File: src/rtl/ad40xx_pkg.sv
// rtl/ad40xx_pkg.sv - shared types and helpers for the multi-channel AD40xx reader
package ad40xx_pkg;

    // Frame sequencer states
    typedef enum logic [2:0] {
        ST_IDLE,
        ST_CONV,
        ST_GAP,
        ST_SHIFT,
        ST_GAIN,
        ST_OUT,
        ST_WAIT
    } ad40xx_state_t;

    // Shortest legal free-run period: conversion, gap, serial read, gain, output, one wait cycle
    function automatic int ad40xx_min_period(input int adc_w, input int sck_div, input int t_conv);
        return t_conv + 1 + 2 * sck_div * adc_w + 3;
    endfunction

endpackage

File: src/rtl/ad40xx_gain_sat.sv
// rtl/ad40xx_gain_sat.sv - unsigned fixed-point gain with truncation and saturation for one channel
module ad40xx_gain_sat #(
    parameter int ADC_WIDTH  = 16,
    parameter int GAIN_WIDTH = 16,
    parameter int GAIN_FRAC  = 0
) (
    input  logic [ADC_WIDTH-1:0]  raw,
    input  logic [GAIN_WIDTH-1:0] gain,
    output logic [ADC_WIDTH-1:0]  result,
    output logic                  sat
);

    localparam int PROD_W = ADC_WIDTH + GAIN_WIDTH;

    logic [PROD_W-1:0] prod;
    logic [PROD_W-1:0] scaled;

    // Full-width product, drop fractional bits, clamp anything above the ADC range to all-ones
    always_comb begin
        prod   = PROD_W'(raw) * PROD_W'(gain);
        scaled = prod >> GAIN_FRAC;
        sat    = |scaled[PROD_W-1:ADC_WIDTH];
        result = sat ? '1 : scaled[ADC_WIDTH-1:0];
    end

endmodule

File: src/rtl/ad40xx_multi_read.sv
// rtl/ad40xx_multi_read.sv - shared CNV/SCK reader for NUM_CH parallel AD40xx ADCs with per-channel gain
module ad40xx_multi_read
    import ad40xx_pkg::*;
#(
    parameter int ADC_WIDTH     = 16,
    parameter int NUM_CH        = 4,
    parameter int GAIN_WIDTH    = 16,
    parameter int GAIN_FRAC     = 0,
    parameter int SCK_DIV       = 1,
    parameter int T_CONV        = 16,
    parameter int SAMPLE_PERIOD = 64
) (
    input  logic                         clk,
    input  logic                         sreset,
    input  logic                         enable,
    input  logic                         trig_mode,
    input  logic                         trig,
    input  logic [NUM_CH*GAIN_WIDTH-1:0] gain,
    input  logic [NUM_CH-1:0]            data_in,
    output logic                         cnv,
    output logic                         sck,
    output logic [NUM_CH*ADC_WIDTH-1:0]  raw_data,
    output logic [NUM_CH*ADC_WIDTH-1:0]  amplified_data,
    output logic [NUM_CH-1:0]            sat,
    output logic                         data_valid,
    output logic                         busy,
    output logic                         trig_missed
);

    if (SAMPLE_PERIOD < ad40xx_min_period(ADC_WIDTH, SCK_DIV, T_CONV)) begin : g_period_check
        $error("ad40xx_multi_read: SAMPLE_PERIOD is shorter than one complete frame");
    end

    localparam int CONV_W = $clog2(T_CONV + 1);
    localparam int DIV_W  = $clog2(2 * SCK_DIV + 1);
    localparam int BIT_W  = $clog2(ADC_WIDTH + 1);
    localparam int PER_W  = $clog2(SAMPLE_PERIOD + 1);

    localparam logic [CONV_W-1:0] CONV_LAST = CONV_W'(T_CONV - 1);
    localparam logic [DIV_W-1:0]  DIV_FALL  = DIV_W'(SCK_DIV - 1);
    localparam logic [DIV_W-1:0]  DIV_HIGH  = DIV_W'(SCK_DIV);
    localparam logic [DIV_W-1:0]  DIV_LAST  = DIV_W'(2 * SCK_DIV - 1);
    localparam logic [BIT_W-1:0]  BIT_LAST  = BIT_W'(ADC_WIDTH - 1);
    localparam logic [PER_W-1:0]  PER_LAST  = PER_W'(SAMPLE_PERIOD - 1);

    ad40xx_state_t state, state_n;
    logic [CONV_W-1:0] conv_cnt, conv_cnt_n;
    logic [DIV_W-1:0]  div_cnt, div_cnt_n;
    logic [BIT_W-1:0]  bit_cnt, bit_cnt_n;
    logic [PER_W-1:0]  per_cnt, per_cnt_n;
    logic              start;
    logic              shift_en;
    logic              cnv_n;
    logic              sck_n;

    logic [NUM_CH*GAIN_WIDTH-1:0] gain_shadow;
    logic [NUM_CH*ADC_WIDTH-1:0]  shreg;
    logic [NUM_CH*ADC_WIDTH-1:0]  amp_c;
    logic [NUM_CH-1:0]            sat_c;
    logic [NUM_CH*ADC_WIDTH-1:0]  amp_pipe;
    logic [NUM_CH-1:0]            sat_pipe;

    assign busy     = (state != ST_IDLE);
    assign shift_en = (state == ST_SHIFT) && (div_cnt == DIV_FALL);

    // Next-state and counter logic; cnv/sck are derived from the next state so the pins are registered
    always_comb begin
        state_n    = state;
        conv_cnt_n = conv_cnt;
        div_cnt_n  = div_cnt;
        bit_cnt_n  = bit_cnt;
        per_cnt_n  = (per_cnt == PER_LAST) ? per_cnt : per_cnt + 1'b1;
        start      = 1'b0;

        case (state)
            ST_IDLE: begin
                per_cnt_n = '0;
                if (enable && (!trig_mode || trig)) begin
                    start = 1'b1;
                end
            end
            ST_CONV: begin
                if (conv_cnt == CONV_LAST) begin
                    state_n    = ST_GAP;
                    conv_cnt_n = '0;
                end else begin
                    conv_cnt_n = conv_cnt + 1'b1;
                end
            end
            ST_GAP: begin
                state_n   = ST_SHIFT;
                div_cnt_n = '0;
                bit_cnt_n = '0;
            end
            ST_SHIFT: begin
                if (div_cnt == DIV_LAST) begin
                    div_cnt_n = '0;
                    if (bit_cnt == BIT_LAST) begin
                        state_n = ST_GAIN;
                    end else begin
                        bit_cnt_n = bit_cnt + 1'b1;
                    end
                end else begin
                    div_cnt_n = div_cnt + 1'b1;
                end
            end
            ST_GAIN: begin
                state_n = ST_OUT;
            end
            ST_OUT: begin
                state_n = trig_mode ? ST_IDLE : ST_WAIT;
            end
            ST_WAIT: begin
                if (per_cnt == PER_LAST) begin
                    if (enable && !trig_mode) begin
                        start = 1'b1;
                    end else begin
                        state_n = ST_IDLE;
                    end
                end
            end
            default: begin
                state_n = ST_IDLE;
            end
        endcase

        if (start) begin
            state_n    = ST_CONV;
            conv_cnt_n = '0;
            per_cnt_n  = '0;
        end

        cnv_n = (state_n == ST_CONV);
        sck_n = (state_n == ST_SHIFT) && (div_cnt_n < DIV_HIGH);
    end

    // One gain/saturate slice per channel, fed from the capture register and the latched gain
    for (genvar k = 0; k < NUM_CH; k++) begin : g_ch
        ad40xx_gain_sat #(
            .ADC_WIDTH (ADC_WIDTH),
            .GAIN_WIDTH(GAIN_WIDTH),
            .GAIN_FRAC (GAIN_FRAC)
        ) u_gain_sat (
            .raw   (shreg[k*ADC_WIDTH +: ADC_WIDTH]),
            .gain  (gain_shadow[k*GAIN_WIDTH +: GAIN_WIDTH]),
            .result(amp_c[k*ADC_WIDTH +: ADC_WIDTH]),
            .sat   (sat_c[k])
        );
    end

    // Sequencer state, pin drivers, capture shift registers, gain pipeline and published outputs
    always_ff @(posedge clk) begin
        if (sreset) begin
            state          <= ST_IDLE;
            conv_cnt       <= '0;
            div_cnt        <= '0;
            bit_cnt        <= '0;
            per_cnt        <= '0;
            cnv            <= 1'b0;
            sck            <= 1'b0;
            gain_shadow    <= '0;
            shreg          <= '0;
            amp_pipe       <= '0;
            sat_pipe       <= '0;
            raw_data       <= '0;
            amplified_data <= '0;
            sat            <= '0;
            data_valid     <= 1'b0;
            trig_missed    <= 1'b0;
        end else begin
            state    <= state_n;
            conv_cnt <= conv_cnt_n;
            div_cnt  <= div_cnt_n;
            bit_cnt  <= bit_cnt_n;
            per_cnt  <= per_cnt_n;
            cnv      <= cnv_n;
            sck      <= sck_n;

            if (start) begin
                gain_shadow <= gain;
            end

            if (shift_en) begin
                for (int k = 0; k < NUM_CH; k++) begin
                    shreg[k*ADC_WIDTH +: ADC_WIDTH] <= {shreg[k*ADC_WIDTH +: ADC_WIDTH-1], data_in[k]};
                end
            end

            if (state == ST_GAIN) begin
                amp_pipe <= amp_c;
                sat_pipe <= sat_c;
            end

            data_valid <= (state == ST_OUT);
            if (state == ST_OUT) begin
                raw_data       <= shreg;
                amplified_data <= amp_pipe;
                sat            <= sat_pipe;
            end

            if (trig && trig_mode && (state != ST_IDLE)) begin
                trig_missed <= 1'b1;
            end
        end
    end

endmodule

File: config.mk
export PLATFORM = sky130hd
export DESIGN_NAME = ad40xx_multi_read
export DESIGN_NICKNAME = d
export VERILOG_FILES = /design/src/rtl/ad40xx_pkg.sv /design/src/rtl/ad40xx_gain_sat.sv /design/src/rtl/ad40xx_multi_read.sv
export SDC_FILE = /design/constraint.sdc
export NUM_CORES = 2
export LEC_CHECK = 0
export ABC_AREA = 1
export ABC_CLOCK_PERIOD_IN_PS = 14900
export BUFFER_PORTS_ARGS = -buffer_cell sky130_fd_sc_hd__buf_2
export CAP_MARGIN = 10
export CORE_MARGIN = 2
export CORE_UTILIZATION = 50
export CTS_BUF_LIST = sky130_fd_sc_hd__clkbuf_2
export DETAILED_ROUTE_END_ITERATION = 7
export PLACE_DENSITY = 0.7
export SLEW_MARGIN = 20
export SYNTH_ARGS = -nofsm -noshare
export SYNTH_HDL_FRONTEND = slang
export SYNTH_HIERARCHICAL = 1
export SYNTH_SLANG_ARGS = --single-unit
File: constraint.sdc
create_clock -name clk -period 14.9 [get_ports clk]
set_clock_uncertainty 0.15 [all_clocks]
set_input_delay 4.47 -clock clk [delete_from_list [all_inputs] [get_ports clk]]
set_output_delay 4.47 -clock clk [all_outputs]
set_load 0.01 [all_outputs]
Word level (Yosys, flattened, before mapping) --
Cells that the tools add are included.
Storage, ports and cells: word-level logic and storage cells 80, output and inout bits 137, input port bits 73, register bits 354
Cells by class: $lt $le $gt $ge 1, multiply operators 4, equal/unequal tests 14, multiplexer cells 22, reductions and logical operators 19, $add $sub $neg 4
Operators by type and width (number):
- $mul 16x16->32 | 4
- $mux 16 | 4
- $reduce_or 16->1 | 4
- $mux 3 | 7
- $pmux 3 s7 | 1
- $mux 5 | 3
- $add 5x1->5 const B | 2
- $eq 5x4->1 const B | 2
- $pmux 5 s2 | 1
- $eq 3x2->1 const B | 3
- $eq 3x3->1 const B | 3
- $add 7x1->7 const B | 1
- $eq 7x6->1 const B | 1
- $eq 3x1->1 const B | 2
- $logic_and 1x1->1 | 6
- $pmux 2 s2 | 1
- $logic_not 3->1 | 1
- $mux 1 | 3
- $reduce_and 3->1 | 1
- $reduce_bool 3->1 | 1
- $reduce_or 3->1 | 1
- $add 2x1->2 const B | 1
- $eq 2x1->1 const B | 1
- $logic_not 2->1 | 1
- other kinds (9) | 9

Logic depth before layout (Yosys ltp) --
depth in word-level cells 8, gate-level depth with buffers 34, mapped depth without buffers 31

By module --
The synthesis kept the hierarchy.
Modules (own cells, without submodules):
- ad40xx_gain_sat at g_ch[1].u_gain_sat ... | cells each 1419, sequential area each 0.0 sq um, instances 2, area an instance 9873.2 sq um
- ad40xx_multi_read | cells each 1592, sequential area each 7086.8 sq um, instances 1, area an instance 12617.1 sq um
- ad40xx_gain_sat at g_ch[3].u_gain_sat | cells each 1415, sequential area each 0.0 sq um, instances 1, area an instance 9796.9 sq um
- ad40xx_gain_sat at g_ch[0].u_gain_sat | cells each 1391, sequential area each 0.0 sq um, instances 1, area an instance 9694.3 sq um

Worst setup path before layout --
OpenSTA, ideal clock, no wires.
path type register to register, start point reg shreg[0], end point reg amp_pipe[10], arrival time 5.937 ns, setup slack 8.697 ns, data required time 14.634 ns, library setup time 0.116 ns, clock period less this slack 6.203 ns, cell stages (with the launch flop) 27, path buffers 3, cell sequence dfxtp_1 > clkbuf_1 > clkbuf_1 > nand2_1 > fa_1 > fa_1 > inv_1 > fa_1 > fa_1 > fa_1 > inv_1 > fa_1 > inv_1 > ha_1 > nand2_1 > nor2_2 > and2_2 > nand2_1 > nand2_1 > xor2_1 > nor2_1 > nand2_1 > nor2_4 > buf_6 > nand3_2 > o21ai_0 > nor2_1
Between the ends: longest elaborated chain between the ends 3
RTL lines:
- from (decl) | line ad40xx_multi_read.sv:57 | logic [NUM_CH*ADC_WIDTH-1:0] shreg;
- from (signal, indexed assignment) | line ad40xx_multi_read.sv:185 | shreg[k*ADC_WIDTH +: ADC_WIDTH] <= {shreg[k*ADC_WIDTH +: ADC_WIDTH-1], data_in[k]};
- $mul 16x16->32 (*) | line ad40xx_gain_sat.sv:20 | prod = PROD_W'(raw) * PROD_W'(gain);
- $reduce_or 16->1 | line ad40xx_gain_sat.sv:22 | sat = |scaled[PROD_W-1:ADC_WIDTH];
- $mux 16 (*) | line ad40xx_gain_sat.sv:23 | result = sat ? '1 : scaled[ADC_WIDTH-1:0];
- net amp_c[10] | line ad40xx_multi_read.sv:58 | logic [NUM_CH*ADC_WIDTH-1:0] amp_c;
- to (signal assigned) | line ad40xx_multi_read.sv:190 | amp_pipe <= amp_c;
- to (decl) | line ad40xx_multi_read.sv:60 | logic [NUM_CH*ADC_WIDTH-1:0] amp_pipe;
The timed path passes the listed nets; every way through them passes the cells marked *. A chain may end at the register's enable or synchronous reset.

Worst setup path after layout --
start point reg shreg[62], end point reg amp_pipe[52]
Between the ends: longest elaborated chain between the ends 3
RTL lines (line):
- $mul 16x16->32 | ad40xx_gain_sat.sv:20
- $reduce_or 16->1 | ad40xx_gain_sat.sv:22
- $mux 16 | ad40xx_gain_sat.sv:23
- net amp_c[52] | ad40xx_multi_read.sv:58
The timed path passes the listed nets, and every way through them passes these cells.

==> summary by stage <==
Die
The count of pins on the block boundary is between 200 and 250. Row generation in the floorplan step produced 118 rows. The initial utilization of the core area, before any placement, comes to 50.25%.

The core outline area is 103200 sq um. The overall die height is between 300 and 400 microns. The floorplan step set the die width to between 300 and 400 microns.

The die area is around 110000 sq um.

STA
Once routing completed, OpenROAD measured the worst setup slack at 7.900 ns. Dividing the final minimum period by the clock period gives 46.98%. The number of failing hold endpoints at the final stage is 0. The setup TNS is 0 ns. Timing would allow up to between 100 and 150 MHz. For the pin with the worst max-slew slack, the measured transition is between 1 and 1.5 ns. Setup violations remaining at the end of the flow were counted as 0. The number of max-slew violations in the final report is 0. The final critical delay including setup and external delays is 7.000 ns. In this run the tightest slew margin relative to its limit is between 30% and 40%. Setup repair after global routing left no endpoint under its margin.

Across all hold checks on the routed design, the worst slack comes to 0.2956 ns.

Logic synthesis
By count the netlist is led by 1876 x sky130_fd_sc_hd__inv_1, 1848 x sky130_fd_sc_hd__nand2_1, 776 x sky130_fd_sc_hd__fa_1. sky130_fd_sc_hd__fa_1 takes more of the synthesized area than any other cell. The portion of netlist area occupied by mux cells is 0%. The dominant combinational cell family by area after synthesis is adder cells. For this run, the leading register cell type out of synthesis is sky130_fd_sc_hd__dfxtp_1. The number of enable flip-flop cells after synthesis is 0. By area the synthesized netlist is led by sky130_fd_sc_hd__fa_1 30%, sky130_fd_sc_hd__dfxtp_1 14%, sky130_fd_sc_hd__inv_1 14%. The post-synthesis instance area is 51850 sq um. For this run, the number of Yosys warnings is 6. The share of the Yosys chip area taken by registers is 13.67%.

The fraction of synthesized cell area in xor and xnor cells is 1.030%. The post-synth net total is 8505. After Yosys synthesis, full adders, half adders and majority gates account for roughly two fifths of the synthesized area.

The simple-gate share of the synthesized area is 22.67%. Synthesis handed over a netlist of about 7.2k instances. The most common cell in the synthesized netlist is sky130_fd_sc_hd__inv_1.

A synthesized cell averages 7.166 sq um. The share of flip-flops with an asynchronous set or reset after synthesis is 0%. Synthesis instantiated 43 different standard cells from the library.

The top cell type by area accounts for 29.96% of the synthesized area. The synthesized netlist devotes 5.542% of its cell area to compound gates. In this run, synthesis produced a sequential element count of roughly 350.

Drt
Dividing the detail-routed wire length by the instance count gives 15.08 microns. The DRC violation count after routing is 0. The pre-antenna-repair detailed-routing pass consisted of 5 iterations. The overall via count from detail_route is 43.06k. The violation count after the first detailed-route iteration is 2720. The post-route antenna net violation count is 0.

The final wirelength is 130.5 mm. The detail-routed via count per cell is 4.973.

Pwr
The relative contribution of the clock network to total power is 39.2%. The ratio of total power to cell area is 34.87 nW/um^2. The switching power total is 0.6215 mW.

IR analysis of the VDD net gives a maximum drop of between 0.06 and 0.07 mV. In this run, flip-flops and latches consume 56.2% of the power. The switching part of the total is 32.93%.

The total leakage power is 30.74 nW. The share of total power dissipated in combinational logic is under 10%. The internal power of the cells totals 1.265 mW. The post-route total power is 1.887 mW.

Place
The HPWL after detailed placement is 100.8 mm. The count of buffers inserted at the top-level ports is ~210. The placed instances occupy a cell area of 53200 sq um.

In this run, placement finished with an instance count of around 8.5k. The weighted congestion reported at the end of routability-driven placement is approximately 0.88. The pre-CTS setup slack is around 7.7 ns.

Clock network
After clock tree synthesis, the clock-pin slew on the worst setup and hold paths is 0.11 ns. After clock tree synthesis, the setup repair step added 0 buffers. The cell sitting at the root of the clock tree is a sky130_fd_sc_hd__clkbuf_2. The worst-skew pair later-pin latency is 1.26 ns. The count of cells resized by post-cts repair is 0. The number of levels the H-tree was split into is 3. The number of buffers added to fix hold violations after cts is 0.

Counting the buffers created by CTS gives 99. TritonCTS built the clock tree. No sink is reached through more buffers than the 3 on the longest clock path. The count of clock tree sinks is 354.

Worst setup path
The type of the worst setup path is register to register. The most prevalent standard cell on the critical path is sky130_fd_sc_hd__fa_1. Broken down by cell family, the worst path's largest delay share belongs to adder cells. The critical path goes through nand2_1, fa_1, fa_1, inv_1, fa_1, fa_1, fa_1, inv_1, fa_1, inv_1, ha_1, nand2_1, nor2_2, and2_1, and2_1, nand2_1, nand3_1, nand2_1, nor2_2, nand2_1, nor2_4, nand3_1, o21ai_0, nor2_1. The highest net fanout along the worst path is 19.

The largest incremental delay on the critical path is 1.01 ns. The standard cell with the maximum stage delay on the critical path is sky130_fd_sc_hd__dfxtp_1. The number of buffers and inverters on the critical path is 3. STA classifies the critical path startpoint as a register.

The worst setup path is captured at a register. The required time of the critical path is 15.84 ns. The arrival time at the worst endpoint is 7.94 ns.

GRT
The first global-routing pass estimated 221.5 mm of wire. Across every metal layer, demand over resource in global routing totals between 20% and 30%. Entering global routing, the biggest net connects 118 pins.

The via count of the first global-routing pass was between 40k and 50k. Global routing finished with a remaining overflow of 0. The initial antenna violation count is 4.

Layout
Summing all non-filler instances in the final layout gives an area of roughly 54000 sq um. The count of cells in the finished layout, fillers not included, comes to 8658. In the final design database the tool counted 8466 nets. Compared with the post-synthesis result, the final layout area differs by 4.343%.

The core occupancy in the finished layout is 52.43%. Cells with a size suffix above 1 make up under 10% of the layout.

Job
The number of max-cap violations is 0.

Hold path
The path class of the lowest-slack min-delay path is register to register.

Status
The flow ran to the end, and the final reports show no timing, DRC or antenna violations.
-- sequential cells by signal (all words and copies together), names as in the netlist, 4 cells and up --
register,cells
shreg,64
per_cnt,7
gain_shadow,64
amp_pipe,64
conv_cnt,5
amplified_data,64
sat_pipe,4
raw_data,64
bit_cnt,5
sat,4
-- metal layers --
metal  routed length [microns]  vias to the layer above  track usage (%)
li1                          -                    20882                -
met4                      3127                        2            6.872
met2                     62240                     1288            43.36
met3                      8490                      247            4.123
met1                     56680                    20640            33.59
met5                        13                        -                0
-- power by group through the flow --
stage / sequential, mW / clock, mW / combinational [mW]
final: 1.06 / 0.741 / 0.0861
after global routing: 1.07 / 0.816 / 0.0958
after CTS: 1.06 / 0.770 / 0.0856
after detailed placement: 1.08 / 0 / 0.0851
after global placement: 1.08 / 0 / 0.0847
after floorplan: 0.989 / 0 / 0.115
-- cell usage in the layout, fill, tap and decap left out, types with 4 or more instances in the layout --
cell | Yosys | final
sky130_fd_sc_hd__nand2_4 | 6 | 7
sky130_fd_sc_hd__o21ai_1 | 13 | 13
sky130_fd_sc_hd__o21ai_0 | 328 | 328
sky130_fd_sc_hd__nor2_2 | 21 | 21
sky130_fd_sc_hd__diode_2 | 0 | 6
sky130_fd_sc_hd__ha_1 | 420 | 420
sky130_fd_sc_hd__clkinv_1 | 2 | 20
sky130_fd_sc_hd__nand2_1 | 1848 | 1848
sky130_fd_sc_hd__buf_2 | 52 | 209
sky130_fd_sc_hd__clkbuf_2 | 1 | 139
sky130_fd_sc_hd__inv_2 | 35 | 35
sky130_fd_sc_hd__fa_1 | 776 | 776
sky130_fd_sc_hd__nor3_1 | 6 | 6
sky130_fd_sc_hd__and3_1 | 4 | 4
sky130_fd_sc_hd__xor2_1 | 8 | 8
sky130_fd_sc_hd__nor2_4 | 30 | 30
sky130_fd_sc_hd__xnor2_1 | 53 | 53
sky130_fd_sc_hd__buf_4 | 4 | 23
sky130_fd_sc_hd__a21o_1 | 4 | 4
sky130_fd_sc_hd__dfxtp_1 | 354 | 354
sky130_fd_sc_hd__and2_1 | 7 | 7
sky130_fd_sc_hd__clkinv_2 | 0 | 12
sky130_fd_sc_hd__nand4_1 | 33 | 33
sky130_fd_sc_hd__nand3_1 | 159 | 157
sky130_fd_sc_hd__nor2_1 | 529 | 529
sky130_fd_sc_hd__a21oi_1 | 209 | 209
sky130_fd_sc_hd__o21a_1 | 4 | 4
sky130_fd_sc_hd__nand2_2 | 44 | 43
sky130_fd_sc_hd__nor2_8 | 5 | 5
sky130_fd_sc_hd__inv_1 | 1876 | 1876
sky130_fd_sc_hd__nand3_2 | 73 | 74
-- worst register-to-register path, delay by kind of cell (launching register included) --
| family | cells | cell delay, ns |
|---|---|---|
| buffers and inverters | 3 | 0.16 |
| DFF | 1 | 1.01 |
| and+or+nand+nor | 13 | 1.86 |
| AOI/OAI and AO/OA | 1 | 0.19 |
| adders and majority gates | 7 | 3.45 |
-- worst paths after layout --
check	startpoint	end	slack, ns	cells after the start
min	raw_data[60]$_SDFFE_PP0N_	raw_data[60]$_SDFFE_PP0N_	0.30	2
min reg2reg	raw_data[60]$_SDFFE_PP0N_	raw_data[60]$_SDFFE_PP0N_	0.30	2
max	shreg[62]$_SDFFE_PP0P_	amp_pipe[52]$_SDFFE_PP0P_	7.90	24
max reg2reg	shreg[62]$_SDFFE_PP0P_	amp_pipe[52]$_SDFFE_PP0P_	7.90	24
-- cell type report --
class,instances,area [sq um]
timing repair buffer,232,1219
clock inverter,37,200.2
inverter,1913,7189
fill,10125,49090
clock buffer,139,695.7
sequential,354,7087
multi-input combinational,4597,35970
tap,1380,1727
antenna,6,15.01
-- cells by family (layout without fill, tap and decap cells) --
kind of cell | after synthesis | count (layout)
flip-flops | 354 | 354
AO/OA/AOI/OAI | 566 | 566
other | 0 | 6
buffers and inverters | 2285 | 2321
adder cells (fa/ha/maj) | 1196 | 1196
AND/OR/NAND/NOR | 2774 | 2774
XOR/XNOR | 61 | 61
Power figures use the tool's default switching activity.
